File: src/rtl/cpu_ctrl_mem.sv
// Autonomous fetch-decode-execute controller for the lab CPU datapath.
// Fetches over a ready handshake and bounds every memory access with a timeout.
module cpu_ctrl_mem #(
   parameter int unsigned MAX_WAIT  = 15,
   parameter bit          FLAGS_ALL = 1'b0
) (
   input  logic        clk,
   input  logic        reset,
   input  logic [15:0] ir,
   input  logic        mem_rdy,
   output logic [1:0]  mem_cmd,
   output logic        addr_sel,
   output logic        load_ir,
   output logic        load_pc,
   output logic        reset_pc,
   output logic        load_addr,
   output logic [2:0]  nsel,
   output logic [1:0]  vsel,
   output logic        loada,
   output logic        loadb,
   output logic        asel,
   output logic        bsel,
   output logic        loadc,
   output logic        loads,
   output logic        write,
   output logic        halted,
   output logic        err
);

   localparam int unsigned CW = (MAX_WAIT == 0) ? 1 : $clog2(MAX_WAIT + 1);

   localparam logic [1:0] CMD_NONE  = 2'b00;
   localparam logic [1:0] CMD_READ  = 2'b01;
   localparam logic [1:0] CMD_WRITE = 2'b10;

   localparam logic [4:0] OP_MOVIMM = 5'b11010;
   localparam logic [4:0] OP_MOVSH  = 5'b11000;
   localparam logic [4:0] OP_MVN    = 5'b10111;
   localparam logic [4:0] OP_ADD    = 5'b10100;
   localparam logic [4:0] OP_CMP    = 5'b10101;
   localparam logic [4:0] OP_AND    = 5'b10110;
   localparam logic [4:0] OP_LDR    = 5'b01100;
   localparam logic [4:0] OP_STR    = 5'b10000;

   typedef enum logic [3:0] {
      S_RST, S_FETCH, S_UPDATEPC, S_DECODE, S_MOVIMM, S_GETA, S_GETB, S_ALU,
      S_WRITEREG, S_ADDR, S_LDADDR, S_MEMRD, S_GETD, S_SALU, S_MEMWR, S_HALT
   } state_t;

   state_t        state, next;
   logic [CW-1:0] wait_cnt;
   logic [4:0]    opc;
   logic          wait_state_c, next_wait_c, timeout_c;
   logic          unused_ir;

   assign opc       = ir[15:11];
   assign unused_ir = ^ir[10:0];

   // Wait-counter bookkeeping: states that hold a memory access open
   assign wait_state_c = (state == S_FETCH) || (state == S_MEMRD) || (state == S_MEMWR);
   assign next_wait_c  = (next == S_FETCH) || (next == S_MEMRD) || (next == S_MEMWR);
   assign timeout_c    = (MAX_WAIT != 0) && wait_state_c && !mem_rdy &&
                         (32'(wait_cnt) == MAX_WAIT - 32'd1);

   always_ff @(posedge clk) begin
      if (reset) begin
         state    <= S_RST;
         err      <= 1'b0;
         wait_cnt <= '0;
      end else begin
         state <= next;
         if (timeout_c)
            err <= 1'b1;
         if (next_wait_c && (next != state))
            wait_cnt <= '0;
         else if (wait_state_c && !mem_rdy && (wait_cnt != '1))
            wait_cnt <= wait_cnt + CW'(1);
      end
   end

   always_comb begin
      next      = state;
      mem_cmd   = CMD_NONE;
      addr_sel  = 1'b0;
      load_ir   = 1'b0;
      load_pc   = 1'b0;
      reset_pc  = 1'b0;
      load_addr = 1'b0;
      nsel      = 3'b000;
      vsel      = 2'b00;
      loada     = 1'b0;
      loadb     = 1'b0;
      asel      = 1'b0;
      bsel      = 1'b0;
      loadc     = 1'b0;
      loads     = 1'b0;
      write     = 1'b0;
      halted    = 1'b0;

      // Reset masks whatever state is current, so no access or write leaks out
      if (reset) begin
         next     = S_RST;
         reset_pc = 1'b1;
         load_pc  = 1'b1;
      end else begin
         case (state)
            S_RST: begin
               reset_pc = 1'b1;
               load_pc  = 1'b1;
               next     = S_FETCH;
            end
            S_FETCH: begin
               mem_cmd = CMD_READ;
               load_ir = mem_rdy;
               if (mem_rdy)        next = S_UPDATEPC;
               else if (timeout_c) next = S_HALT;
            end
            S_UPDATEPC: begin
               load_pc = 1'b1;
               next    = S_DECODE;
            end
            S_DECODE: begin
               case (opc)
                  OP_MOVIMM:                               next = S_MOVIMM;
                  OP_MOVSH, OP_MVN:                        next = S_GETB;
                  OP_ADD, OP_CMP, OP_AND, OP_LDR, OP_STR:  next = S_GETA;
                  default: next = (ir[15:13] == 3'b111) ? S_HALT : S_FETCH;
               endcase
            end
            S_MOVIMM: begin
               nsel  = 3'b100;
               vsel  = 2'b10;
               write = 1'b1;
               next  = S_FETCH;
            end
            S_GETA: begin
               nsel  = 3'b100;
               loada = 1'b1;
               next  = ((opc == OP_LDR) || (opc == OP_STR)) ? S_ADDR : S_GETB;
            end
            S_GETB: begin
               nsel  = 3'b001;
               loadb = 1'b1;
               next  = S_ALU;
            end
            S_ALU: begin
               loadc = 1'b1;
               asel  = (opc == OP_MOVSH) || (opc == OP_MVN);
               loads = (opc == OP_CMP) || FLAGS_ALL;
               next  = (opc == OP_CMP) ? S_FETCH : S_WRITEREG;
            end
            S_WRITEREG: begin
               nsel  = 3'b010;
               write = 1'b1;
               next  = S_FETCH;
            end
            S_ADDR: begin
               bsel  = 1'b1;
               loadc = 1'b1;
               next  = S_LDADDR;
            end
            S_LDADDR: begin
               load_addr = 1'b1;
               next      = (ir[15:13] == 3'b011) ? S_MEMRD : S_GETD;
            end
            S_MEMRD: begin
               mem_cmd  = CMD_READ;
               addr_sel = 1'b1;
               if (mem_rdy) begin
                  nsel  = 3'b010;
                  vsel  = 2'b01;
                  write = 1'b1;
                  next  = S_FETCH;
               end else if (timeout_c) begin
                  next = S_HALT;
               end
            end
            S_GETD: begin
               nsel  = 3'b010;
               loadb = 1'b1;
               next  = S_SALU;
            end
            S_SALU: begin
               asel  = 1'b1;
               loadc = 1'b1;
               next  = S_MEMWR;
            end
            S_MEMWR: begin
               mem_cmd  = CMD_WRITE;
               addr_sel = 1'b1;
               if (mem_rdy)        next = S_FETCH;
               else if (timeout_c) next = S_HALT;
            end
            S_HALT: begin
               halted = 1'b1;
            end
            default: next = S_RST;
         endcase
      end
   end

endmodule

File: config.mk
export PLATFORM = sky130hd
export DESIGN_NAME = cpu_ctrl_mem
export DESIGN_NICKNAME = d
export VERILOG_FILES = /design/src/rtl/cpu_ctrl_mem.sv
export SDC_FILE = /design/constraint.sdc
export NUM_CORES = 1
export LEC_CHECK = 0
export ABC_AREA = 1
export CAP_MARGIN = 20
export CORE_ASPECT_RATIO = 1.25
export CORE_MARGIN = 4
export CORE_UTILIZATION = 45
export DETAILED_ROUTE_END_ITERATION = 12
export PLACE_DENSITY = 0.82
export SETUP_SLACK_MARGIN = 0.05
export SYNTH_ARGS = -nofsm -noshare
export SYNTH_HDL_FRONTEND = slang
export SYNTH_SLANG_ARGS = --single-unit
File: constraint.sdc
create_clock -name clk -period 3.2 [get_ports clk]
set_input_delay 0.64 -clock clk [delete_from_list [all_inputs] [get_ports clk]]
set_output_delay 0.64 -clock clk [all_outputs]
set_load 0.01 [all_outputs]
# After elaboration in Yosys (flattened, before gate mapping)
# Cells that the tools add are included.
dict set report totals {
  reg_bits 9
  input_bits 19
  out_inout_bits 21
  elab_cells 104
}
dict set report classes {
  add_sub_neg 1
  eq_ne 31
  muxes 45
  n_reduce_logical 24
}
# op count
set ops {}
lappend ops {{4-bit one-hot mux with 12 select lines} 1}
lappend ops {{4-bit == test, second input constant} 11}
lappend ops {{5-bit == test, second input constant} 7}
lappend ops {{4-bit two-way mux} 7}
lappend ops {{1-bit two-way mux} 26}
lappend ops {{2-bit OR reduction} 9}
lappend ops {{4-bit by 3-bit == test with 1-bit output, second input constant} 4}
lappend ops {{3-bit one-hot mux with 4 select lines} 1}
lappend ops {{4-bit one-hot mux with 3 select lines} 1}
lappend ops {{4-bit by 1-bit == test with 1-bit output, second input constant} 2}
lappend ops {{4-bit by 2-bit == test with 1-bit output, second input constant} 2}
lappend ops {{2-bit one-hot mux with 2 select lines} 2}
lappend ops {{1-bit logical OR} 6}
lappend ops {{2-bit two-way mux} 3}
lappend ops {{3-bit two-way mux} 2}
lappend ops {{3-bit OR reduction} 2}
lappend ops {{5-bit by 4-bit == test with 1-bit output, second input constant} 1}
lappend ops {{5-bit OR reduction} 1}
lappend ops {{4-bit by 1-bit adder with 4-bit output, second input constant} 1}
lappend ops {{1-bit logical AND} 4}
lappend ops {{4-bit logical NOT} 1}
lappend ops {{4-bit inequality test} 1}
lappend ops {{4-bit inequality test, second input constant} 1}
lappend ops {{1-bit one-hot mux with 2 select lines} 2}
lappend ops {{3 further kinds} 3}

# Depth between registers and ports, before layout
# Gate-level depths: netlist (run 1).
dict set report depth {
  word_depth 14
  ltp_mapped 16
  depth_no_buf 15
}

# Least setup slack after synthesis (run 1)
# Ideal clock, no wire load.
dict set report synth_timing {
  path_kind {input-to-output}
  startpoint {in ir[13]}
  endpoint {out asel}
  arrival_ns 1.349
  required_ns 2.560
  path_slack_ns 1.211
  cell_stages 7
  path_buffers 0
  path_cell_list {inv_1 -> nor2_1 -> nand2_1 -> inv_1 -> o21ai_0 -> o21a_1 -> nor2_1}
}
dict set report synth_between {
  elab_chain_len 4
  word_cells_on_any_way 5
  cone_classes {eq/ne (2); mux (2); reduce/logical (1)}
}
# item line
set synth_lines {}
lappend synth_lines {{start: declaration} 9} ;# input logic [15:0] ir,
lappend synth_lines {{5-bit == test} 148} ;# asel = (opc == OP_MOVSH) || (opc == OP_MVN);
lappend synth_lines {{1-bit logical OR *} 148}
lappend synth_lines {{1-bit one-hot mux with 2 select lines *} 106} ;# case (state)
lappend synth_lines {{1-bit two-way mux *} 101} ;# if (reset) begin
lappend synth_lines {{end: declaration} 21} ;# output logic asel,
# Mark *: on every way between the ends. The rest lies on a longest branch, timed or not.

# Worst setup path in the final report (run 1)
dict set report layout_timing {
  startpoint {in ir[13]}
  endpoint {out loads}
}
dict set report layout_between {
  elab_chain_len 3
}
# item line
set layout_lines {}
lappend layout_lines {{5-bit == test} 149} ;# loads = (opc == OP_CMP) || FLAGS_ALL;
lappend layout_lines {{1-bit two-way mux} 106}
lappend layout_lines {{1-bit two-way mux} 101}
lappend layout_lines {{end: declaration} 24} ;# output logic loads,
# Every way passes these cells.

==> flow_metrics.env, run 1 <==
export IMPL_status="completed"
export IMPL_r2r_end="wait_cnt[1]"
export IMPL_fin_crit_sh_pct=88.73
export IMPL_p_per_area_mw_per_mm2=226.5
export IMPL_cts_hold_buffers_added=0
export IMPL_hpwlAfterDp_um=2189
export IMPL_finalHoldViolations=0
export IMPL_die_h_um=61.26
export IMPL_coreArea_mm2=0.002187
export IMPL_drv_slew=0
export IMPL_portBuffers=28
export IMPL_post_cts_setup_buffers=0
export IMPL_reg2reg_depth=15
export IMPL_required_ns=2.56
export IMPL_yosys_area_share_adder_pct=2.451
export IMPL_cpPeakStageDelay_ns=0.57
export IMPL_grt_setup_unrepaired="false"
export IMPL_setup_tns_ns=0
export IMPL_start_util_pct=46.68
export IMPL_synthSimpleGateAreaFrac_pct=56.74
export IMPL_r2r_slack_ns=1.20
export IMPL_p_leak_nw=0.7190
export IMPL_ys_warnings_count=0
export IMPL_grt_use_total_pct=18.24
export IMPL_vias=1294
export IMPL_via_per_inst=4.958
export IMPL_dr_pass1_iters=5
export IMPL_drcViolationCount=0
export IMPL_peakVddDrop_uv=229.6
export IMPL_cts_inserted_buffers=3
export IMPL_cts_resized=0
export IMPL_syn_avg_cell_area_um2=5.156
export IMPL_gp_congestion=0.8665
export IMPL_antenna_found_initial=0
export IMPL_syn_cell_area_mm2=0.001021
export IMPL_cts_clk_slew_worst_paths_ns=0.06
export IMPL_overflow=0
export IMPL_cp_end_kind="output port"
export IMPL_fin_nets=252
export IMPL_layout_common_cells="55 x nand2_1, 48 x nor2_1, 27 x clkdlybuf4s50_1"
export IMPL_ios=40
export IMPL_cpMostUsedCell="clkdlybuf4s50_1"
export IMPL_finalSetupViolCount=0
export IMPL_maxSlewHeadroom_pct=76.87
export IMPL_dieArea_mm2=0.003100
export IMPL_synth_compound_area_share_pct=8.701
export IMPL_final_common_cell="nand2_1"
export IMPL_wl_um=2636
export IMPL_syn_to_final_growth_pct=35.29
export IMPL_drt_iter0_drc=28
export IMPL_power_frac_comb_pct=33.0
export IMPL_final_cell_area_mm2=0.001381
export IMPL_cp_arrival_ns=2.20
export IMPL_cts_htree_levels=1
export IMPL_fmaxAchievable_mhz=352.2
export IMPL_syn_nets=219
export IMPL_grt_max_degree=13
export IMPL_root_buffer="clkbuf_4"
export IMPL_fin_hold_ws_ns=0.4467
export IMPL_num_rows=19
export IMPL_clkPwrFrac_pct=27.1
export IMPL_diodes=0
export IMPL_ys_seq_area_share_pct=17.65
export IMPL_synth_top_family_by_area="simple AND/OR/NAND/NOR gates"
export IMPL_min_path_type="flip-flop to flip-flop"
export IMPL_hold_depth=2
export IMPL_path_cells="clkdlybuf4s50_1, inv_1, nor2_2, nand3_1, nor3_1, clkdlybuf4s50_1"
export IMPL_synth_area_mux_share_pct=0
export IMPL_layout_drive_gt1_share_pct=7.826
export IMPL_drv_cap=0
export IMPL_reg2reg_from="state[3]"
export IMPL_finalClockSkew_ns=0.001703
export IMPL_worstSetupPathType="input port to output port"
export IMPL_setup_worst_path_start_class="input port"
export IMPL_placed_area_mm2=0.001350
export IMPL_wl_per_cell_um=10.10
export IMPL_cts_sink_count=9
export IMPL_synth_cells=198
export IMPL_seqPwrFrac_pct=40.0
export IMPL_min_delay_start="err"
export IMPL_tritoncts="yes"
export IMPL_p_sw_share_pct=33.80
export IMPL_ys_seq_elements=9
export IMPL_clk_insertion_delay_late_ns=0.26
export IMPL_ant_nets=0
export IMPL_cts_path_max_buffers=2
export IMPL_fillers=250
export IMPL_fin_crit_ns=2.839
export IMPL_grt_pass1_vias=1126
export IMPL_ys_types=25
export IMPL_p_int_uw=207.1
export IMPL_die_x_um=50.61
export IMPL_grt_pass1_wl_um=4478
export IMPL_max_slew_worst_pin_slew_ns=0.3465
export IMPL_netSwitchingPower_uw=105.8
export IMPL_whs_endpoint="err"
export IMPL_cp_slowest_cell="clkdlybuf4s50_1"
export IMPL_synth_xor_area_share_pct=2.574
export IMPL_crit_fanout=3
[cells in the mapped netlist]
cell type | count | area [µm²]
nand2_1 | 55 | 206.5
nor2_1 | 49 | 183.9
inv_1 | 24 | 90.09
nand3_1 | 18 | 90.09
dfxtp_1 | 9 | 180.2
a21oi_1 | 8 | 40.04
o21ai_0 | 4 | 20.02
inv_2 | 3 | 11.26
nand2_2 | 3 | 18.77
nand4_1 | 3 | 18.77
nor3_1 | 3 | 15.01
clkbuf_1 | 2 | 7.510
ha_1 | 2 | 25.02
nor2_2 | 2 | 12.51
o211ai_1 | 2 | 15.01
xor2_1 | 2 | 17.52
a31oi_1 | 1 | 6.260
and2_1 | 1 | 6.260
and3_1 | 1 | 6.260
buf_4 | 1 | 7.510
clkbuf_2 | 1 | 5.000
nand3_2 | 1 | 10.01
nor2_4 | 1 | 11.26
o21a_1 | 1 | 7.510
xnor2_1 | 1 | 8.760
[cells by family (layout without fill, tap and decap cells)]
kind of cell / after synthesis / count (layout)
flops: 9 / 9
xor+xnor: 3 / 3
compound gates: 16 / 16
fa+ha+maj: 2 / 2
simple gates: 137 / 137
buf+inv: 31 / 63
[worst max-delay path by stage]
stage,from,to,slack [ns],cells past startpoint
CTS,ir[13],asel,0.12,9
detailed placement,ir[13],asel,0.13,9
global route,ir[13],loads,0.25,6
floorplan,ir[13],asel,1.21,7
finish,ir[13],loads,0.36,6
global placement,ir[13],asel,0.14,9
[critical path, delay by kind of cell]
kind / cells / cell delay (ns)
and+or+nand+nor: 3 / 0.44
buffers and inverters: 3 / 1.13
[metal layers]
metal | wire length [µm] | track usage (%)
met2 | 1325 | 35.82
met3 | 135 | 3.632
met5 | 0 | 0
met4 | 12 | 2.308
met1 | 1162 | 20.94
[final cells by class]
class	count	area, µm²	share of cell area (%)
multi-input cells	158	721.9	52.26
repair buffers	32	312.8	22.65
flip-flops and latches	9	180.2	13.04
inverters	27	101.3	7.337
well taps	31	38.79	2.808
clock buffers	4	26.28	1.902
[stage by stage]
stage          power [mW]  utilization [%]  instances  worst slack [ns]
4_1_cts            0.3163            62.93        261            0.1221
5_1_grt            0.3371            63.16        261            0.2503
6_report           0.3129            63.16        261            0.3606
2_1_floorplan      0.1915                -        198             1.211
3_3_place_gp       0.2281            61.73        257            0.1442
3_5_place_dp       0.2298            61.73        257            0.1328
[power by group through the flow]
stage	combinational, mW	clock (mW)	sequential, mW
2_1_floorplan	0.0665	0	0.125
3_3_place_gp	0.101	0	0.127
3_5_place_dp	0.102	0	0.128
5_1_grt	0.117	0.0937	0.126
6_report	0.103	0.0848	0.125
4_1_cts	0.103	0.0888	0.125
[flip-flops by register name, summed over array words and instances (netlist names)]
signal,count
err,1
state,4
wait_cnt,4
(Power assumes the default switching activity.)
==> run 2: changes to the inputs <==
--- a/config.mk
+++ b/config.mk
@@ -7,11 +7,14 @@
 export LEC_CHECK = 0
 export ABC_AREA = 1
 export CAP_MARGIN = 20
+export CELL_PAD_IN_SITES_DETAIL_PLACEMENT = 1
+export CELL_PAD_IN_SITES_GLOBAL_PLACEMENT = 1
 export CORE_ASPECT_RATIO = 1.25
 export CORE_MARGIN = 4
-export CORE_UTILIZATION = 45
+export CORE_UTILIZATION = 29
 export DETAILED_ROUTE_END_ITERATION = 12
-export PLACE_DENSITY = 0.82
+export PLACE_DENSITY = 0.84
+export RECOVER_POWER = 100
 export SETUP_SLACK_MARGIN = 0.05
 export SYNTH_ARGS = -nofsm -noshare
 export SYNTH_HDL_FRONTEND = slang
==> run 2 against run 1 <==
Final cell count is 3.1% higher. Sequential power hardly changed. Worst setup slack worse by 0.18 ns. Critical path depth is 2 lower. Maximum frequency is 6.1% lower. Sequential cell count stayed put. Global-route usage is 2.3 points lower. Non-clock buffer count is 2 higher. Clock power is 54% higher. Routed wire length is 25% higher. Critical path type unchanged.
==> flow_metrics.env, run 2 (synthesis results as in run 1) <==
export IMPL_setup_worst_path_start_class="input port"
export IMPL_cts_resized=0
export IMPL_p_sw_share_pct=32.14
export IMPL_drv_cap=0
export IMPL_peakVddDrop_uv=158.2
export IMPL_reg_top3="state x4, wait_cnt x4, err x1"
export IMPL_portBuffers=28
export IMPL_layout_common_cells="56 x nand2_1, 50 x nor2_1, 24 x inv_1"
export IMPL_tritoncts="yes"
export IMPL_antenna_found_initial=0
export IMPL_min_path_type="flip-flop to flip-flop"
export IMPL_num_rows=23
export IMPL_maxSlewHeadroom_pct=71.24
export IMPL_crit_fanout=8
export IMPL_grt_setup_unrepaired="false"
export IMPL_root_buffer="clkbuf_8"
export IMPL_post_cts_setup_buffers=0
export IMPL_finalHoldViolations=0
export IMPL_netSwitchingPower_uw=115.8
export IMPL_wl_per_cell_um=12.23
export IMPL_power_frac_comb_pct=28.9
export IMPL_via_per_inst=4.896
export IMPL_cp_end_kind="output port"
export IMPL_overflow=0
export IMPL_status="completed"
export IMPL_clk_insertion_delay_late_ns=0.23
export IMPL_p_per_area_mw_per_mm2=257.2
export IMPL_worstSetupPathType="input port to output port"
export IMPL_final_common_cell="nand2_1"
export IMPL_die_h_um=74.34
export IMPL_setup_tns_ns=0
export IMPL_ant_nets=0
export IMPL_hold_depth=2
export IMPL_postLayoutCoreUtil_pct=42.34
export IMPL_fillers=480
export IMPL_coreArea_mm2=0.003309
export IMPL_drv_slew=0
export IMPL_hpwlAfterDp_um=2739
export IMPL_ios=40
export IMPL_grt_pass1_vias=1270
export IMPL_finalClockSkew_ns=0.003726
export IMPL_grt_pass1_wl_um=5513
export IMPL_clkPwrFrac_pct=36.2
export IMPL_vias=1317
export IMPL_drt_iter0_drc=30
export IMPL_diodes=0
export IMPL_seq_area_um2=180.2
export IMPL_max_slew_worst_pin_slew_ns=0.4314
export IMPL_cts_path_max_buffers=2
export IMPL_required_ns=2.56
export IMPL_layout_drive_gt1_share_pct=6.034
export IMPL_dr_pass1_iters=4
export IMPL_fin_crit_sh_pct=94.49
export IMPL_grt_use_total_pct=15.94
export IMPL_start_util_pct=30.85
export IMPL_die_x_um=61.07
export IMPL_reg2reg_depth=15
export IMPL_gp_congestion=0.8780
export IMPL_syn_to_final_growth_pct=37.25
export IMPL_drcViolationCount=0
export IMPL_dieArea_mm2=0.004540
export IMPL_cts_clk_slew_worst_paths_ns=0.04
export IMPL_finalSetupViolCount=0
export IMPL_cp_arrival_ns=2.38
export IMPL_fin_nets=254
export IMPL_fin_crit_ns=3.024
export IMPL_p_leak_nw=0.7184
export IMPL_grt_max_degree=11
export IMPL_wl_um=3290
export IMPL_p_int_uw=244.5
export IMPL_cts_htree_levels=1
export IMPL_cts_inserted_buffers=3
export IMPL_multi_input_area_um2=714.4
export IMPL_fmaxAchievable_mhz=330.7
export IMPL_seqPwrFrac_pct=34.9
export IMPL_cts_hold_buffers_added=0
export IMPL_cts_sink_count=9
[run 2: cell types whose count changed in the layout (fill, tap and decap cells not counted), sizes merged]
| cell | before | now |
|---|---|---|
| buf | 4 | 2 |
| dlygate4sd3 | 0 | 7 |
| clkdlybuf4s50 | 27 | 21 |
| dlymetal6s2s | 1 | 0 |
| clkbuf | 4 | 8 |
[run 2: area by class of cell]
type / instances / area share [%]
timing repair buffer: 34 / 22.41
tap: 37 / 3.304
sequential: 9 / 12.86
inverter: 27 / 7.232
multi-input combinational: 158 / 50.98
clock buffer: 4 / 3.214
[run 2: worst max-delay path, cell delays in order]
cell,delay (ns)
dlygate4sd3_1,0.76
clkbuf_1,0.40
nor3_1,0.09
clkdlybuf4s50_1,0.49
[run 2: per-stage QoR]
stage	cells	hold WS (ns)	power (mW)	area, µm²	worst slack (ns)
finish	269	0.4420	0.3604	1401	0.1763
global route	269	0.4668	0.3878	1401	0.05550
CTS	269	0.4503	0.3710	1418	0.1530
detailed placement	265	0.4433	0.2359	1373	0.1667
global placement	265	0.4379	0.2333	1373	0.1870
floorplan	198	0.4740	0.1915	1021	1.211
[run 2: power by group through the flow]
| stage | logic, mW | clock network [mW] | registers [mW] |
|---|---|---|---|
| 6_report | 0.104 | 0.131 | 0.126 |
| 5_1_grt | 0.120 | 0.142 | 0.127 |
| 4_1_cts | 0.109 | 0.136 | 0.126 |
| 3_5_place_dp | 0.108 | 0 | 0.128 |
| 3_3_place_gp | 0.106 | 0 | 0.127 |
| 2_1_floorplan | 0.0665 | 0 | 0.125 |
[run 2: routing by layer]
layer | wire length, µm | track usage, % | vias up | part of all wire [%]
met2 | 1711 | 29.53 | 21 | 52
met5 | 0 | 0 | - | 0
met3 | 97 | 2.431 | 2 | 2.9
met1 | 1463 | 19.04 | 606 | 44
met4 | 18 | 2.892 | 0 | 0.55
li1 | - | - | 688 | -
[run 2: path summary, 6_finish.rpt]
check / slack (ns) / startpoint / end
max reg2reg: 1.09 / state[3] / wait_cnt[1]
min: 0.44 / err / err
max: 0.18 / reset / load_ir
min reg2reg: 0.44 / err / err
